File: src/rtl/fault_blink_pkg.sv
`default_nettype none
// ============================================================================
// Module  : fault_blink_pkg
// Purpose : Shared types and constants for the fault blink reporter: the FSM
//           state encoding, the pulse count shown for a zero digit, and the
//           decimal weights used by the iterative binary-to-BCD conversion.
// Ports   : none (package)
// Revision: 1.0 - initial release
// ============================================================================
package fault_blink_pkg;

   typedef enum logic [2:0] {
      ST_IDLE       = 3'd0,
      ST_CONVERT    = 3'd1,
      ST_LOAD_DIGIT = 3'd2,
      ST_PULSE_ON   = 3'd3,
      ST_PULSE_OFF  = 3'd4,
      ST_DIGIT_GAP  = 3'd5,
      ST_REPEAT_GAP = 3'd6
   } blink_state_t;

   // A zero digit cannot be shown as "no pulses", so it is shown as ten.
   localparam int unsigned c_zero_digit_pulses = 10;

   localparam int unsigned c_weight_hundreds = 100;
   localparam int unsigned c_weight_tens     = 10;

   // Number of LED pulses used to display one decimal digit.
   function automatic logic [3:0] digit_pulses(input logic [3:0] digit);
      return (digit == 4'd0) ? 4'(c_zero_digit_pulses) : digit;
   endfunction

endpackage
`default_nettype wire

File: src/rtl/tick_prescaler.sv
`default_nettype none
// ============================================================================
// Module  : tick_prescaler
// Purpose : Free-running divider producing a one-cycle tick strobe every
//           TICK_CYC clock cycles. A synchronous clear restarts the phase so
//           the first tick after a clear arrives exactly TICK_CYC cycles
//           after the clear edge.
// Ports   : clk_i   - system clock
//           rst_n_i - synchronous reset, active low
//           clear_i - restart the divider (counter returns to 0)
//           tick_o  - high for one cycle at the end of each TICK_CYC period
// Revision: 1.0 - initial release
// ============================================================================
module tick_prescaler #(
   parameter int unsigned TICK_CYC = 1_000_000
) (
   input  logic clk_i,
   input  logic rst_n_i,
   input  logic clear_i,
   output logic tick_o
);

   localparam int unsigned c_cnt_w = (TICK_CYC > 1) ? $clog2(TICK_CYC) : 1;
   localparam logic [c_cnt_w-1:0] c_last = c_cnt_w'(TICK_CYC - 1);

   logic [c_cnt_w-1:0] r_cnt;

   always_ff @(posedge clk_i) begin
      if (!rst_n_i || clear_i) begin
         r_cnt <= '0;
      end else if (r_cnt == c_last) begin
         r_cnt <= '0;
      end else begin
         r_cnt <= r_cnt + 1'b1;
      end
   end

   assign tick_o = (r_cnt == c_last);

endmodule
`default_nettype wire

File: src/rtl/fault_blink_reporter.sv
`default_nettype none
// ============================================================================
// Module  : fault_blink_reporter
// Purpose : Latches the first failing pin index reported by the I/O walker
//           and blinks it on one LED, one pulse group per decimal digit with
//           leading zeros suppressed, repeating forever. Also flags a clean
//           pass when the walker completes a pass with no fault latched.
// Ports   : clk_i        - system clock
//           rst_n_i      - synchronous reset, active low
//           step_valid_i - walker step result strobe
//           step_idx_i   - pin index of the step
//           step_fail_i  - step mismatch, qualified by step_valid_i
//           pass_done_i  - walker completed a full pass (strobe)
//           led_o        - registered blink output
//           fault_o      - sticky fault latched flag
//           fault_idx_o  - first failing index
//           pass_ok_o    - a pass completed and no fault is latched
//           busy_o       - reporter FSM is not idle
// Revision: 1.0 - initial release
// ============================================================================
module fault_blink_reporter
   import fault_blink_pkg::*;
#(
   parameter int unsigned NUM_PINS         = 103,
   parameter int unsigned IDX_W            = $clog2(NUM_PINS),
   parameter int unsigned TICK_CYC         = 1_000_000,
   parameter int unsigned ON_TICKS         = 2,
   parameter int unsigned OFF_TICKS        = 2,
   parameter int unsigned DIGIT_GAP_TICKS  = 6,
   parameter int unsigned REPEAT_GAP_TICKS = 16
) (
   input  logic             clk_i,
   input  logic             rst_n_i,
   input  logic             step_valid_i,
   input  logic [IDX_W-1:0] step_idx_i,
   input  logic             step_fail_i,
   input  logic             pass_done_i,
   output logic             led_o,
   output logic             fault_o,
   output logic [IDX_W-1:0] fault_idx_o,
   output logic             pass_ok_o,
   output logic             busy_o
);

   // The conversion remainder must hold the value 100 for the compare even
   // when the index itself is narrower.
   localparam int unsigned c_rem_w = (IDX_W > 7) ? IDX_W : 7;

   // The digit gap includes the off time of the last pulse, so only the
   // difference is spent in DIGIT_GAP.
   localparam int unsigned c_gap_ticks = DIGIT_GAP_TICKS - OFF_TICKS;

   localparam int unsigned c_max_a = (ON_TICKS > OFF_TICKS) ? ON_TICKS : OFF_TICKS;
   localparam int unsigned c_max_b = (c_gap_ticks > REPEAT_GAP_TICKS) ? c_gap_ticks : REPEAT_GAP_TICKS;
   localparam int unsigned c_max_ticks = (c_max_a > c_max_b) ? c_max_a : c_max_b;
   localparam int unsigned c_tick_w = $clog2(c_max_ticks + 1);

   localparam logic [IDX_W:0]     c_num_pins = (IDX_W + 1)'(NUM_PINS);
   localparam logic [c_rem_w-1:0] c_hund     = c_rem_w'(c_weight_hundreds);
   localparam logic [c_rem_w-1:0] c_ten      = c_rem_w'(c_weight_tens);

   // Digit selector encoding, in display order.
   localparam logic [1:0] c_sel_hund  = 2'd0;
   localparam logic [1:0] c_sel_tens  = 2'd1;
   localparam logic [1:0] c_sel_units = 2'd2;

   blink_state_t r_state;
   blink_state_t w_state_nxt;

   logic               r_fault;
   logic [IDX_W-1:0]   r_fault_idx;
   logic               r_pass_ok;
   logic               r_led;
   logic [c_rem_w-1:0] r_rem;
   logic [3:0]         r_hund;
   logic [3:0]         r_tens;
   logic [3:0]         r_units;
   logic [1:0]         r_digit_sel;
   logic [1:0]         r_first_sel;
   logic [3:0]         r_pulses;
   logic [c_tick_w-1:0] r_ticks;

   logic                w_capture;
   logic                w_tick;
   logic                w_pre_clear;
   logic                w_phase_done;
   logic                w_conv_done;
   logic [1:0]          w_first_sel;
   logic [3:0]          w_cur_digit;
   logic [c_tick_w-1:0] w_ticks_load;
   logic [c_rem_w-1:0]  w_idx_ext;

   assign w_capture = step_valid_i && step_fail_i && !r_fault
                      && ({1'b0, step_idx_i} < c_num_pins);

   assign w_idx_ext    = c_rem_w'(step_idx_i);
   assign w_conv_done  = (r_rem < c_ten);
   assign w_phase_done = w_tick && (r_ticks == c_tick_w'(1));

   // Hundreds are shown only if nonzero; tens are shown if either they or
   // the hundreds are nonzero, so an inner zero still shows as ten pulses.
   assign w_first_sel = (r_hund != 4'd0) ? c_sel_hund :
                        (r_tens != 4'd0) ? c_sel_tens : c_sel_units;

   assign w_cur_digit = (r_digit_sel == c_sel_hund) ? r_hund :
                        (r_digit_sel == c_sel_tens) ? r_tens : r_units;

   tick_prescaler #(
      .TICK_CYC (TICK_CYC)
   ) u_prescaler (
      .clk_i   (clk_i),
      .rst_n_i (rst_n_i),
      .clear_i (w_pre_clear),
      .tick_o  (w_tick)
   );

   always_ff @(posedge clk_i) begin
      if (!rst_n_i) begin
         r_state <= ST_IDLE;
      end else begin
         r_state <= w_state_nxt;
      end
   end

   always_comb begin
      w_state_nxt  = r_state;
      w_ticks_load = '0;
      case (r_state)
         ST_IDLE: begin
            if (w_capture) w_state_nxt = ST_CONVERT;
         end
         ST_CONVERT: begin
            if (w_conv_done) w_state_nxt = ST_LOAD_DIGIT;
         end
         ST_LOAD_DIGIT: begin
            w_state_nxt = ST_PULSE_ON;
         end
         ST_PULSE_ON: begin
            if (w_phase_done) w_state_nxt = ST_PULSE_OFF;
         end
         ST_PULSE_OFF: begin
            if (w_phase_done) begin
               w_state_nxt = (r_pulses != 4'd1) ? ST_PULSE_ON : ST_DIGIT_GAP;
            end
         end
         ST_DIGIT_GAP: begin
            if (w_phase_done) begin
               w_state_nxt = (r_digit_sel == c_sel_units) ? ST_REPEAT_GAP : ST_LOAD_DIGIT;
            end
         end
         ST_REPEAT_GAP: begin
            if (w_phase_done) w_state_nxt = ST_LOAD_DIGIT;
         end
         default: begin
            w_state_nxt = ST_IDLE;
         end
      endcase

      case (w_state_nxt)
         ST_PULSE_ON:   w_ticks_load = c_tick_w'(ON_TICKS);
         ST_PULSE_OFF:  w_ticks_load = c_tick_w'(OFF_TICKS);
         ST_DIGIT_GAP:  w_ticks_load = c_tick_w'(c_gap_ticks);
         ST_REPEAT_GAP: w_ticks_load = c_tick_w'(REPEAT_GAP_TICKS);
         default:       w_ticks_load = '0;
      endcase
   end

   // Every transition restarts the prescaler so each phase lasts exactly
   // its tick count times TICK_CYC, regardless of where the divider was.
   assign w_pre_clear = (w_state_nxt != r_state);

   always_ff @(posedge clk_i) begin
      if (!rst_n_i) begin
         r_fault     <= 1'b0;
         r_fault_idx <= '0;
         r_pass_ok   <= 1'b0;
         r_led       <= 1'b0;
         r_rem       <= '0;
         r_hund      <= '0;
         r_tens      <= '0;
         r_units     <= '0;
         r_digit_sel <= c_sel_hund;
         r_first_sel <= c_sel_hund;
         r_pulses    <= '0;
         r_ticks     <= '0;
      end else begin
         // Capture has priority over a coincident pass_done.
         if (w_capture) begin
            r_fault     <= 1'b1;
            r_fault_idx <= step_idx_i;
            r_pass_ok   <= 1'b0;
         end else if (pass_done_i && !r_fault) begin
            r_pass_ok <= 1'b1;
         end

         r_led <= (w_state_nxt == ST_PULSE_ON);

         if (w_state_nxt != r_state) begin
            r_ticks <= w_ticks_load;
         end else if (w_tick) begin
            r_ticks <= r_ticks - 1'b1;
         end

         case (r_state)
            ST_IDLE: begin
               if (w_capture) begin
                  r_rem  <= w_idx_ext;
                  r_hund <= '0;
                  r_tens <= '0;
               end
            end
            ST_CONVERT: begin
               // One subtraction per cycle: hundreds first, then tens.
               if (r_rem >= c_hund) begin
                  r_rem  <= r_rem - c_hund;
                  r_hund <= r_hund + 1'b1;
               end else if (r_rem >= c_ten) begin
                  r_rem  <= r_rem - c_ten;
                  r_tens <= r_tens + 1'b1;
               end else begin
                  r_units     <= r_rem[3:0];
                  r_digit_sel <= w_first_sel;
                  r_first_sel <= w_first_sel;
               end
            end
            ST_LOAD_DIGIT: begin
               r_pulses <= digit_pulses(w_cur_digit);
            end
            ST_PULSE_OFF: begin
               if (w_phase_done) r_pulses <= r_pulses - 1'b1;
            end
            ST_DIGIT_GAP: begin
               if (w_phase_done && (r_digit_sel != c_sel_units)) begin
                  r_digit_sel <= r_digit_sel + 1'b1;
               end
            end
            ST_REPEAT_GAP: begin
               if (w_phase_done) r_digit_sel <= r_first_sel;
            end
            default: begin
            end
         endcase
      end
   end

   assign led_o       = r_led;
   assign fault_o     = r_fault;
   assign fault_idx_o = r_fault_idx;
   assign pass_ok_o   = r_pass_ok;
   assign busy_o      = (r_state != ST_IDLE);

endmodule
`default_nettype wire

File: config.mk
export PLATFORM = sky130hd
export DESIGN_NAME = fault_blink_reporter
export DESIGN_NICKNAME = d
export VERILOG_FILES = /design/src/rtl/fault_blink_pkg.sv /design/src/rtl/tick_prescaler.sv /design/src/rtl/fault_blink_reporter.sv
export SDC_FILE = /design/constraint.sdc
export NUM_CORES = 1
export LEC_CHECK = 0
export BUFFER_PORTS_ARGS = -buffer_cell sky130_fd_sc_hd__buf_4
export CAP_MARGIN = 20
export CORE_UTILIZATION = 30
export DETAILED_ROUTE_END_ITERATION = 16
export PLACE_DENSITY_LB_ADDON = 0.25
export SLEW_MARGIN = 20
export SYNTH_ARGS = -nofsm -noshare
export SYNTH_HDL_FRONTEND = slang
export SYNTH_HIERARCHICAL = 1
export SYNTH_SLANG_ARGS = --single-unit
File: constraint.sdc
create_clock -name clk_i -period 5 [get_ports clk_i]
set_input_delay 0.75 -clock clk_i [delete_from_list [all_inputs] [get_ports clk_i]]
set_output_delay 0.75 -clock clk_i [all_outputs]
set_load 0.02 [all_outputs]
==> qor.csv <==
metric,value,unit
Multi-input gate area,0.00227,sq mm
Max rail drop VDD,249,uV
I/O pins,23,
R2R setup slack,1.65,ns
design area,0.00434,sq mm
reg2reg end,u_prescaler/r_cnt[4],
critical path arrival,3.54,ns
Achievable Freq,299,MHz
register area share after synthesis,0.345,
Crit. End Element,flip-flop,
Final Critical Period,3.35,ns
largest net degree at the start of global routing,26,
Final Util,0.358,
kind of critical path,flip-flop to flip-flop,
#FFs+latches synth,65,
Finished Layout Cells,628,
DRT iter0 DRCs,154,
drt first pass iters,4,
ys flop type,dfxtp_1,
Max Root-Sink Buffers,2,
yosys warns,6,
Setup TNS,0,ns
WHS Endpoint,u_prescaler/r_cnt[0],
GRT Residual Overflow,0,
Worst Clk Skew,0.00734,ns
max-cap violations,0,
Setup-failing EPs final,0,
max incr delay on CP,0.63,ns
reg2reg start,u_prescaler/r_cnt[0],
Pins Over Slew Limit,0,
setup repair bufs after CTS,0,
"delay-heaviest family, CP",simple AND/OR/NAND/NOR gates,
Final Net Count,484,
outcome,completed,
Hold Path Stages,1,
Post-Syn Area per Cell,8.60,sq um
layout cells sized above 1,0.143,
synth unique cells,75,
Post-Route WL,8660,um
RePlAce Congestion,0.758,
cell count after placement,612,
hold_sp,u_prescaler/r_cnt[0],
vias post-DR,3124,
CTS sink count,65,
HP Class,flip-flop to flip-flop,
Worst EP required,5.19,ns
port bufs,22,
Skew-Pair Late Insertion Delay,0.34,ns
Post-Syn Area,0.00377,sq mm
Antenna Cells,0,
"Max FO, Critical Path",20,
die extent in y,114,um
asr flop ratio synth,0,
Die X,114,um
"EDFF count, synth",0,
hpwl dp,6150,um
slew at the pin closest to its max-slew limit,1.05,ns
number of global-route vias before repair,3078,
Starting Density,0.312,
Fill cells,1279,
worst path bufs/invs,2,
Pleak,0.00166,uW
DRC Markers,0,
H-tree levels,3,
initial antenna violation count,0,
Worst Hold Slack,0.447,ns
first-pass GRT wire length,14700,um
"Area growth, synth to finish",15.1,%
FF+latch area,0.00130,sq mm
cts repair resizes,0,
R2R depth,12,
slowest cell on the critical path,nor3_1,
"Hold Violations, Final",0,
clk root buf,clkbuf_16,
die area,0.0130,sq mm
relative slew slack,0.296,
"critical path, cell by cell",ha_1 -> and4_1 -> nand2_1 -> nor3_1 -> or3b_1 -> nor3_2 -> o221ai_1 -> o2111a_1 -> inv_2 -> inv_1 -> o311ai_4 -> nor2_1,
DR WL/cell,13.8,um
Placement Cell Area,0.00404,sq mm
core area,0.0121,sq mm
unrepaired setup endpoints after global routing,false,
pwr dens,431,mW/mm^2
CTS tree,built,
synthesized net count,468,
Tcrit/Tclk final,0.669,
Synth Instances,439,
drt via density,4.97,
Total GRT Usage,0.145,
Startpoint Class,flip-flop,
placement row count,40,
"Reg clk slew, reported paths",0.06,ns
cts bufs inserted,9,
post-route antenna net violation count,0,
hold_buf cts,0,
## final cells by class
class                   count  share of cell area
multi-input cells         334               0.523
clock buffers              10              0.0550
clock inverters             6              0.0156
inverters                  23              0.0199
repair buffers             22              0.0380
flip-flops and latches     65               0.300
well taps                 168              0.0484
## worst max-delay path by stage
| stage | startpoint | to | slack (ns) | cells after the start |
|---|---|---|---|---|
| floorplan | u_prescaler/r_cnt[16] | u_prescaler/r_cnt[18] | 2.14 | 12 |
| global placement | u_prescaler/r_cnt[0] | r_ticks[1] | 1.82 | 10 |
| detailed placement | u_prescaler/r_cnt[0] | u_prescaler/r_cnt[12] | 1.69 | 12 |
| CTS | u_prescaler/r_cnt[0] | u_prescaler/r_cnt[4] | 1.68 | 12 |
| global route | u_prescaler/r_cnt[0] | u_prescaler/r_cnt[5] | 1.33 | 12 |
| finish | u_prescaler/r_cnt[0] | u_prescaler/r_cnt[4] | 1.65 | 12 |
## where the power goes
part	internal (uW)	switching, uW
combinational	227	352
clock	400	248
sequential	573	72.0
total	1200	671
## registers in the layout (all words and copies together) (netlist names)
register           cells
fault_idx_o            7
led_o                  1
r_hund                 4
r_tens                 4
r_units                4
r_ticks                5
r_digit_sel            2
r_rem                  7
pass_ok_o              1
r_pulses               4
u_prescaler/r_cnt     20
fault_o                1
r_state                3
r_first_sel            2
## cell usage after synthesis, types with 7 or more instances
cell	number	area, sq um
dfxtp_1	65	1300
nand2_1	43	161
a21boi_0	8	60.1
mux2i_1	9	90.1
xor2_1	13	114
xnor2_1	9	78.8
nor2_1	45	169
ha_1	17	213
nor3_1	7	35.0
and2_1	8	50.1
a21oi_1	28	140
nand3_1	17	85.1
inv_1	22	82.6
clkbuf_1	9	33.8
o21ai_0	11	55.1
## layer usage
metal / global-route usage / share of wire / vias to the layer above / wire length, um
li1: - / - / 1594 / -
met1: 0.173 / 0.47 / 1474 / 4110
met2: 0.241 / 0.48 / 44 / 4120
met3: 0.0492 / 0.033 / 12 / 285
met4: 0.0528 / 0.016 / 0 / 140
met5: 0 / 0 / - / 0
## metrics by stage
step	setup slack, ns	total power [uW]
after floorplan	2.14	1110
after global placement	1.82	1230
after detailed placement	1.69	1230
after CTS	1.68	1890
after global routing	1.33	1990
final	1.65	1870
## layout by cell type, fill, tap and decap left out, types with 7 or more instances in the layout
master / instances
nor3_1: 7
a21oi_1: 28
inv_1: 22
and2_1: 8
buf_4: 22
nor2_1: 45
nand2_1: 43
o21ai_0: 11
xor2_1: 13
ha_1: 17
mux2i_1: 9
a21boi_0: 8
clkbuf_16: 9
dfxtp_1: 65
nand3_1: 17
xnor2_1: 9
## cells by family (layout without fill, tap and decap cells)
kind of cell             count (synthesis)  in the layout  synth area share
AND/OR/NAND/NOR                        179            179             0.261
AO/OA/AOI/OAI                          102            102             0.195
flip-flops                              65             65             0.345
buffers and inverters                   40             61            0.0530
XOR/XNOR                                22             22            0.0511
adder cells (fa/ha/maj)                 17             17            0.0564
multiplexers                            14             14            0.0388
Power figures use the tool's default switching activity.
